==> src/rtl/mips_ctrl_defs.sv <==
// rtl/mips_ctrl_defs.sv - shared opcode, state and datapath select codes for the multicycle MIPS core
// Used by the control FSM, the instruction decoder and the datapath muxes.
package mips_ctrl_defs;

    // Opcodes (IR[31:26])
    localparam logic [5:0] OP_RTYPE = 6'h00;
    localparam logic [5:0] OP_J     = 6'h02;
    localparam logic [5:0] OP_JAL   = 6'h03;
    localparam logic [5:0] OP_BEQ   = 6'h04;
    localparam logic [5:0] OP_ADDIU = 6'h09;
    localparam logic [5:0] OP_ORI   = 6'h0D;
    localparam logic [5:0] OP_LUI   = 6'h0F;
    localparam logic [5:0] OP_LW    = 6'h23;
    localparam logic [5:0] OP_SW    = 6'h2B;

    // R-type funct codes (IR[5:0])
    localparam logic [5:0] FN_JR   = 6'h08;
    localparam logic [5:0] FN_ADDU = 6'h21;
    localparam logic [5:0] FN_SUBU = 6'h23;
    localparam logic [5:0] FN_AND  = 6'h24;
    localparam logic [5:0] FN_OR   = 6'h25;
    localparam logic [5:0] FN_SLT  = 6'h2A;

    // FSM state encodings (also shown on state_o)
    localparam logic [3:0] S_FETCH = 4'd0;
    localparam logic [3:0] S_DCD   = 4'd1;
    localparam logic [3:0] S_MA    = 4'd2;
    localparam logic [3:0] S_MR    = 4'd3;
    localparam logic [3:0] S_MWB   = 4'd4;
    localparam logic [3:0] S_MW    = 4'd5;
    localparam logic [3:0] S_EXE   = 4'd6;
    localparam logic [3:0] S_AWB   = 4'd7;
    localparam logic [3:0] S_BR    = 4'd8;
    localparam logic [3:0] S_JMP   = 4'd9;

    // Next-PC source
    localparam logic [1:0] NPC_PC4 = 2'd0;
    localparam logic [1:0] NPC_BR  = 2'd1;
    localparam logic [1:0] NPC_J   = 2'd2;
    localparam logic [1:0] NPC_JR  = 2'd3;

    // Register-file write address
    localparam logic [1:0] GPR_RT = 2'd0;
    localparam logic [1:0] GPR_RD = 2'd1;
    localparam logic [1:0] GPR_RA = 2'd2;

    // Register-file write data
    localparam logic [1:0] WD_ALU = 2'd0;
    localparam logic [1:0] WD_MEM = 2'd1;
    localparam logic [1:0] WD_PC  = 2'd2;

    // Immediate extension
    localparam logic [1:0] EXT_ZERO = 2'd0;
    localparam logic [1:0] EXT_SIGN = 2'd1;
    localparam logic [1:0] EXT_LUI  = 2'd2;

    // ALU operation
    localparam logic [2:0] ALU_ADD = 3'd0;
    localparam logic [2:0] ALU_SUB = 3'd1;
    localparam logic [2:0] ALU_AND = 3'd2;
    localparam logic [2:0] ALU_OR  = 3'd3;
    localparam logic [2:0] ALU_SLT = 3'd4;

    typedef enum logic [3:0] {
        C_RALU, C_IALU, C_LOAD, C_STORE, C_BEQ, C_JMP, C_JAL, C_JR, C_ILL
    } iclass_e;

endpackage

==> src/rtl/mips_ctrl_decode.sv <==
// rtl/mips_ctrl_decode.sv - combinational op/funct decoder for the multicycle MIPS control FSM
// Ports: op, funct (in, from IR); iclass (instruction class), alu_op, ext_op (out).
module mips_ctrl_decode
    import mips_ctrl_defs::*;
(
    input  logic [5:0] op,
    input  logic [5:0] funct,
    output iclass_e    iclass,
    output logic [2:0] alu_op,
    output logic [1:0] ext_op
);

    always_comb begin
        iclass = C_ILL;
        alu_op = ALU_ADD;
        ext_op = EXT_ZERO;
        case (op)
            OP_RTYPE: begin
                iclass = C_RALU;
                case (funct)
                    FN_ADDU: alu_op = ALU_ADD;
                    FN_SUBU: alu_op = ALU_SUB;
                    FN_AND:  alu_op = ALU_AND;
                    FN_OR:   alu_op = ALU_OR;
                    FN_SLT:  alu_op = ALU_SLT;
                    FN_JR:   iclass = C_JR;
                    default: iclass = C_ILL;
                endcase
            end
            OP_ADDIU: begin iclass = C_IALU; ext_op = EXT_SIGN; end
            OP_ORI:   begin iclass = C_IALU; alu_op = ALU_OR; end
            OP_LUI:   begin iclass = C_IALU; ext_op = EXT_LUI; end
            OP_LW:    begin iclass = C_LOAD;  ext_op = EXT_SIGN; end
            OP_SW:    begin iclass = C_STORE; ext_op = EXT_SIGN; end
            OP_BEQ:   begin iclass = C_BEQ;   alu_op = ALU_SUB; end
            OP_J:     iclass = C_JMP;
            OP_JAL:   iclass = C_JAL;
            default:  iclass = C_ILL;
        endcase
    end

endmodule

==> src/rtl/mips_mc_ctrl.sv <==
// rtl/mips_mc_ctrl.sv - main control FSM of the multicycle MIPS core
// Steps the shared datapath through fetch/decode/execute/memory/writeback and drives
// every write enable and mux select. Inputs: clk, rst_in (async active-low), op, funct,
// zero, mem_ready. Outputs: pc_wr, ir_wr, npc_op, rf_wr, gpr_sel, wd_sel, bsel, ext_op,
// alu_op, dm_wr, illegal, state_o. Optional macro MIPS_MEM_WAIT_EN makes FETCH, MR and
// MW hold until mem_ready = 1; otherwise mem_ready is ignored.
module mips_mc_ctrl
    import mips_ctrl_defs::*;
#(
    parameter logic [3:0] RESET_STATE = 4'd0
) (
    input  logic       clk,
    input  logic       rst_in,
    input  logic [5:0] op,
    input  logic [5:0] funct,
    input  logic       zero,
    input  logic       mem_ready,
    output logic       pc_wr,
    output logic       ir_wr,
    output logic [1:0] npc_op,
    output logic       rf_wr,
    output logic [1:0] gpr_sel,
    output logic [1:0] wd_sel,
    output logic       bsel,
    output logic [1:0] ext_op,
    output logic [2:0] alu_op,
    output logic       dm_wr,
    output logic       illegal,
    output logic [3:0] state_o
);

    logic [3:0] state, next_state;
    iclass_e    iclass;
    logic [2:0] dec_alu;
    logic [1:0] dec_ext;
    logic       mem_go;

`ifdef MIPS_MEM_WAIT_EN
    assign mem_go = mem_ready;
`else
    assign mem_go = 1'b1;
    logic unused_mem_ready;
    assign unused_mem_ready = mem_ready;
`endif

    mips_ctrl_decode u_decode (
        .op     (op),
        .funct  (funct),
        .iclass (iclass),
        .alu_op (dec_alu),
        .ext_op (dec_ext)
    );

    always_ff @(posedge clk or negedge rst_in) begin
        if (!rst_in) state <= RESET_STATE;
        else         state <= next_state;
    end

    always_comb begin
        next_state = S_FETCH;
        case (state)
            S_FETCH: next_state = mem_go ? S_DCD : S_FETCH;
            S_DCD: begin
                case (iclass)
                    C_LOAD, C_STORE:      next_state = S_MA;
                    C_RALU, C_IALU:       next_state = S_EXE;
                    C_BEQ:                next_state = S_BR;
                    C_JMP, C_JAL, C_JR:   next_state = S_JMP;
                    default:              next_state = S_FETCH;
                endcase
            end
            S_MA:    next_state = (iclass == C_LOAD) ? S_MR : S_MW;
            S_MR:    next_state = mem_go ? S_MWB : S_MR;
            S_MW:    next_state = mem_go ? S_FETCH : S_MW;
            S_EXE:   next_state = S_AWB;
            default: next_state = S_FETCH;
        endcase
    end

    always_comb begin
        pc_wr   = 1'b0;
        ir_wr   = 1'b0;
        npc_op  = NPC_PC4;
        rf_wr   = 1'b0;
        gpr_sel = GPR_RT;
        wd_sel  = WD_ALU;
        bsel    = 1'b0;
        ext_op  = EXT_ZERO;
        alu_op  = ALU_ADD;
        dm_wr   = 1'b0;
        illegal = 1'b0;
        case (state)
            S_FETCH: begin
                pc_wr = mem_go;
                ir_wr = mem_go;
            end
            S_DCD:   illegal = (iclass == C_ILL);
            S_MA: begin
                bsel   = 1'b1;
                ext_op = EXT_SIGN;
            end
            S_MW:    dm_wr = 1'b1;
            S_MWB: begin
                rf_wr  = 1'b1;
                wd_sel = WD_MEM;
            end
            S_EXE: begin
                bsel   = (iclass == C_IALU);
                alu_op = dec_alu;
                ext_op = dec_ext;
            end
            S_AWB: begin
                rf_wr   = 1'b1;
                gpr_sel = (iclass == C_RALU) ? GPR_RD : GPR_RT;
            end
            S_BR: begin
                alu_op = ALU_SUB;
                npc_op = NPC_BR;
                pc_wr  = zero;
            end
            S_JMP: begin
                pc_wr  = 1'b1;
                npc_op = (iclass == C_JR) ? NPC_JR : NPC_J;
                // PC still holds PC+4 here, so it is the jal return address.
                if (iclass == C_JAL) begin
                    rf_wr   = 1'b1;
                    gpr_sel = GPR_RA;
                    wd_sel  = WD_PC;
                end
            end
            default: ;
        endcase
        // Enables are forced low while reset is held so nothing writes during abort.
        if (!rst_in) begin
            pc_wr   = 1'b0;
            ir_wr   = 1'b0;
            rf_wr   = 1'b0;
            dm_wr   = 1'b0;
            illegal = 1'b0;
        end
    end

    assign state_o = state;

endmodule

==> config.mk <==
export PLATFORM = sky130hd
export DESIGN_NAME = mips_mc_ctrl
export DESIGN_NICKNAME = d
export VERILOG_FILES = /design/src/rtl/mips_ctrl_defs.sv /design/src/rtl/mips_ctrl_decode.sv /design/src/rtl/mips_mc_ctrl.sv
export SDC_FILE = /design/constraint.sdc
export NUM_CORES = 1
export LEC_CHECK = 0
export ABC_AREA = 1
export BUFFER_PORTS_ARGS = -buffer_cell sky130_fd_sc_hd__buf_2
export CORE_AREA = 2 2 44 46
export DETAILED_ROUTE_END_ITERATION = 10
export DIE_AREA = 0 0 46 48
export GPL_TIMING_DRIVEN = 0
export PLACE_DENSITY = 0.74
export SYNTH_ARGS = -nofsm -noshare
export SYNTH_HDL_FRONTEND = slang
export SYNTH_SLANG_ARGS = --single-unit
==> constraint.sdc <==
create_clock -name clk -period 1.7 [get_ports clk]
set_clock_uncertainty 0.2 [all_clocks]
set_input_delay 0.085 -clock clk [delete_from_list [all_inputs] [get_ports clk]]
set_output_delay 0.085 -clock clk [all_outputs]
set_load 0.05 [all_outputs]
Word level (Yosys, flattened, before mapping)

Memories as Yosys holds them, arrays and structs flattened.
Index checks and enable logic that the tools add are counted.

Eq/ne operators: 28
Muxes and demuxes: 28
Reduce and logical (&&, ||, !) cells: 8

Operators by type and width:

| kind                 | count |
|---|---|
| $eq A6 B6 Y1 const B | 7 |
| $pmux W4 S7          | 1 |
| $eq A4 B3 Y1 const B | 6 |
| $eq A6 B4 Y1 const B | 4 |
| $pmux W2 S2          | 5 |
| $pmux W4 S5          | 1 |
| $eq A4 B2 Y1 const B | 3 |
| $eq A4 B4 Y1 const B | 3 |
| $eq A6 B2 Y1 const B | 2 |
| $pmux W3 S4          | 1 |
| $mux W1              | 11 |
| $pmux W3 S3          | 1 |
| $eq A4 B1 Y1 const B | 2 |
| $logic_not A4 Y1     | 2 |
| $pmux W4 S2          | 1 |
| $eq A6 B3 Y1 const B | 1 |
| $logic_not A6 Y1     | 1 |
| $pmux W1 S2          | 3 |
| $pmux W3 S2          | 1 |
| $reduce_or A3 Y1     | 2 |
| $reduce_or A5 Y1     | 1 |
| $mux W4              | 1 |
| $reduce_or A2 Y1     | 2 |
| $mux W3              | 1 |
| $mux W2              | 1 |

Register bits after elaboration: 4
Memory bits (read-only): 32
Input bits: 16
Output and inout port bits: 21
Word-level logic and storage cells: 66
Memories kept: 1

Memories:

| name            | depth | bits a word | rd ports | clocked after Yosys merged registers in | wr ports | line               | source |
|---|---|---|---|---|---|---|---|
| (no name shown) | 8     | 4           | 1        | 0                                       | 0        | mips_mc_ctrl.sv:64 | `case (iclass)` |

Longest topological paths before layout

Depth after elaboration: 8
Mapped depth: 8
Gate-level depth less buffers: 8

By module

Synthesis repeated with hierarchy kept, for this count alone.

Cell total of the unflattened synthesis: 152
Area, all modules: 754.5 um^2

Modules (own cells, without submodules):

| module           | times used | cells each | area each (um^2) | sequential area each (um^2) |
|---|---|---|---|---|
| mips_mc_ctrl     | 1          | 81         | 429.2            | 100.1 |
| mips_ctrl_decode | 1          | 71         | 325.3            | 0.0 |

Worst setup path before layout

No wires, ideal clock.

Kind: register -> output
Start: register state[0] (netlist: state_o[0])
End: output port npc_op[0]
Data arrival time: 2.961 ns
Required time: 1.415 ns
Setup slack: -1.546 ns
Stages on the path, launching flop included: 5
Buffers on the path: 0
Path through: dfrtp_1 -> nand2_1 -> nor3_2 -> inv_1 -> o21ai_0

Word-level cells in the longest chain between the ends: 2
Elaborated cells on any way between the ends: 3
Those cells by class: eq/ne (2); mux (1)

RTL lines:

| what                     | line               | source |
|---|---|---|
| start: declaration       | mips_mc_ctrl.sv:32 | `logic [3:0] state, next_state;` |
| start signal: assignment | mips_mc_ctrl.sv:56 | `else state <= next_state;` |
| $eq A4 B4 Y1             | mips_mc_ctrl.sv:92 | `case (state)` |
| $pmux W2 S2 (*)          | mips_mc_ctrl.sv:92 |  |
| end: declaration         | mips_mc_ctrl.sv:20 | `output logic [1:0] npc_op,` |

Mark *: on every way between the ends. The rest lies on a longest branch, timed or not.

Worst setup path in the final report

Start: register state[1] (netlist: state_o[1])
End: output port ext_op[1]

Word-level cells in the longest chain between the ends: 2
Elaborated cells on any way between the ends: 3
Those cells by class: eq/ne (2); mux (1)

RTL lines:

| what                                         | line               | source |
|---|---|---|
| $eq A4 B3 Y1 or $eq A4 B2 Y1 (tied branches) | mips_mc_ctrl.sv:92 |  |
| $pmux W2 S2 (*)                              | mips_mc_ctrl.sv:92 |  |
| end: declaration                             | mips_mc_ctrl.sv:25 | `output logic [1:0] ext_op,` |

Marks and branches as above.

==> reports/metrics.csv <==
metric,value,unit
status,"complete, but fails checks",
violations,negative setup slack,
cts.reportedPaths.clkPinSlew,40,ps
maxCapViolCount,0,
area_growth,104.1,%
grt_max_degree,9,
grt_pass1_vias,1072,
setup_ws,-216.8,ps
clock_latency,250,ps
maxSlewHeadroom,0.7635,
rsz0062_at_grt,true,
hold_viol_final,0,
sw_frac_of_total,0.5836,
die_w,46,um
drtAntennaViolNets,0,
r2r_slack,20,ps
cp_max_fo,4,
route.detailed.drc,0,
fin_crit,1917,ps
cpMostUsedCell,inv_2,
cts_sinks,4,
clk_path_buf_depth,2,
fin_crit_sh,1.128,
cts_root_buf,clkbuf_4,
yosys_warnings,0,
grt_overflow,0,
tritoncts.num_buffers,3,
die_area,2208,um^2
power.share.combinational,0.756,
pre_cts_slack,-210.9,ps
totalWireLength,3.771,mm
initial_core_util,0.4467,
syn_area,754.5,um^2
worst_pin_slew,354.4,ps
power,1.281,mW
final_util,0.9119,
switchingPower,747.9,uW
htree_levels,1,
first_pass_iters,7,
grt_pass1_wl,4.436,mm
cp-end-kind,output pin,
vias_per_cell,6.103,
finalNetCount,205,
cts_tree,built,
power_leakage,0.7698,nW
ys_seq_elements,4,
holdWs,65.91,ps
die_y,48,um
required,1410,ps
antenna_found_initial,0,
r2r-start,state_o[1],
crit_type,flop to output pin,
drive_above_1_share,0.6096,
crit_path_start_kind,flop,
max_clock_freq,521.7,MHz
yosysUniqueCellTypes,25,
rr_endpoint,state_o[1],
via_count,1245,
final_max_slew_viol_count,0,
ys_seq_area_frac,0.1327,
reg2regPathDepth,8,
gp_congestion,0.9145,
synthesis.instances,133,
stdcell_count,204,
setup_viol,13,
largest_reg_flops,4,
powerDensity,832.0,nW/um^2
routedWlPerCell,18.49,um
placed_cells,185,
avgSynthCellArea,5.673,um^2
clockPowerShare,0.101,
std_cell_rows,15,
max_stage_delay,390,ps
pin_count,37,
grt_use_total,0.2792,
seq_power_share,0.144,
drt_iter0_drc,75,
ir_drop,0.0005117,V
io_buffers,35,
hpwl,1.922,mm
cp_cell_sequence,"inv_2, nor3_2, inv_2, nor2_4, inv_4, nor4b_4, buf_6",
cp.arrival,1630,ps
antenna_cells,0,
syn_nets,149,
hp-class,primary input to asynchronous set/reset pin,
cp_slowest_cell,dfrtp_2,
internal_power,533.6,uW
core,1689,um^2
-- timing repair --
action                                 in CTS  in global routing
buffers inserted                            7                 10
hold buffers                                1                  0
resized for setup                          50                 27
cloned                                      0                  0
endpoints found under the hold margin       4                  0
setup endpoints to repair                  14                 17
pin swaps                                   6                 11
-- power groups by stage --
stage	sequential, mW	combinational [mW]	clock (mW)
after floorplan	0.234	0.456	0
after global placement	0.155	0.660	0
after detailed placement	0.156	0.669	0
after CTS	0.160	0.839	0.123
after global routing	0.188	0.998	0.136
final	0.184	0.968	0.129
-- cell type report --
class                      count  area, um^2
multi-input combinational    100       827.0
timing repair buffer          52       445.4
fill                          67       148.9
inverter                      28       118.9
sequential                     4       105.1
clock buffer                   3       22.52
tap                           17       21.27
-- kinds of logic (layout without fill, tap and decap cells) --
logic type,after synthesis,after routing,synth area share
buffers and inverters,29,83,0.1459
AOI/OAI and AO/OA,9,9,0.06467
DFF,4,4,0.1327
and+or+nand+nor,91,91,0.6567
-- metrics by stage --
| stage | setup TNS [ps] | area, um^2 |
|---|---|---|
| after floorplan | -2728 | 940.9 |
| after global placement | -555.4 | 1137 |
| after detailed placement | -850.0 | 1137 |
| after CTS | -1149 | 1391 |
| after global routing | -2862 | 1540 |
| final | -1856 | 1540 |
-- metal layers --
layer  GRT usage  up-vias  share of wire
li1            -      546              -
met1      0.2937      588           0.35
met2      0.5556       87           0.52
met3     0.02264       24          0.069
met4      0.1257        0          0.058
met5           0        -              0
-- cells in the final DEF (no fill, tap or decap), drive strengths merged --
master,instances
nand2,17
nand3b,1
dfrtp,4
nor4,1
nor4b,1
buf,51
nand4,5
clkinv,1
inv,27
a21oi,3
dlygate4sd3,1
a31oi,3
nand3,22
clkbuf,3
nor2,35
nor3,9
o21ai,3
-- worst max path at each step --
stage / start / end / slack, ps / cells after the start
after floorplan: state_o[1] / rf_wr / -460 / 7
after global placement: state_o[0] / ext_op[1] / -160 / 6
after detailed placement: state_o[0] / ext_op[1] / -210 / 6
after CTS: state_o[1] / ext_op[1] / -200 / 7
after global routing: state_o[1] / ext_op[1] / -290 / 7
final: state_o[1] / ext_op[1] / -220 / 7
-- critical path: cells and delay by family (launching register included) --
kind / cells / cell delay [ps]
simple gates: 3 / 570
flops: 1 / 390
buf+inv: 4 / 410
-- Yosys cell counts --
cell type	n	share of area
nor2_1	29	0.14
inv_1	26	0.13
nand3_1	19	0.13
nand2_1	16	0.080
nor3_1	7	0.046
nand4_1	5	0.041
dfrtp_1	4	0.13
a21oi_1	3	0.020
a31oi_1	3	0.025
nor2_4	3	0.045
nand3_2	2	0.027
nor2_2	2	0.017
o21ai_0	2	0.013
clkbuf_1	1	0.0050
clkinv_2	1	0.0066
inv_2	1	0.0050
nand2_2	1	0.0083
nand3_4	1	0.023
nand3b_1	1	0.010
nor2_8	1	0.027
nor3_2	1	0.013
nor3_4	1	0.022
nor4_1	1	0.0083
nor4b_2	1	0.020
o21ai_1	1	0.0066
(Power assumes the default switching activity.)
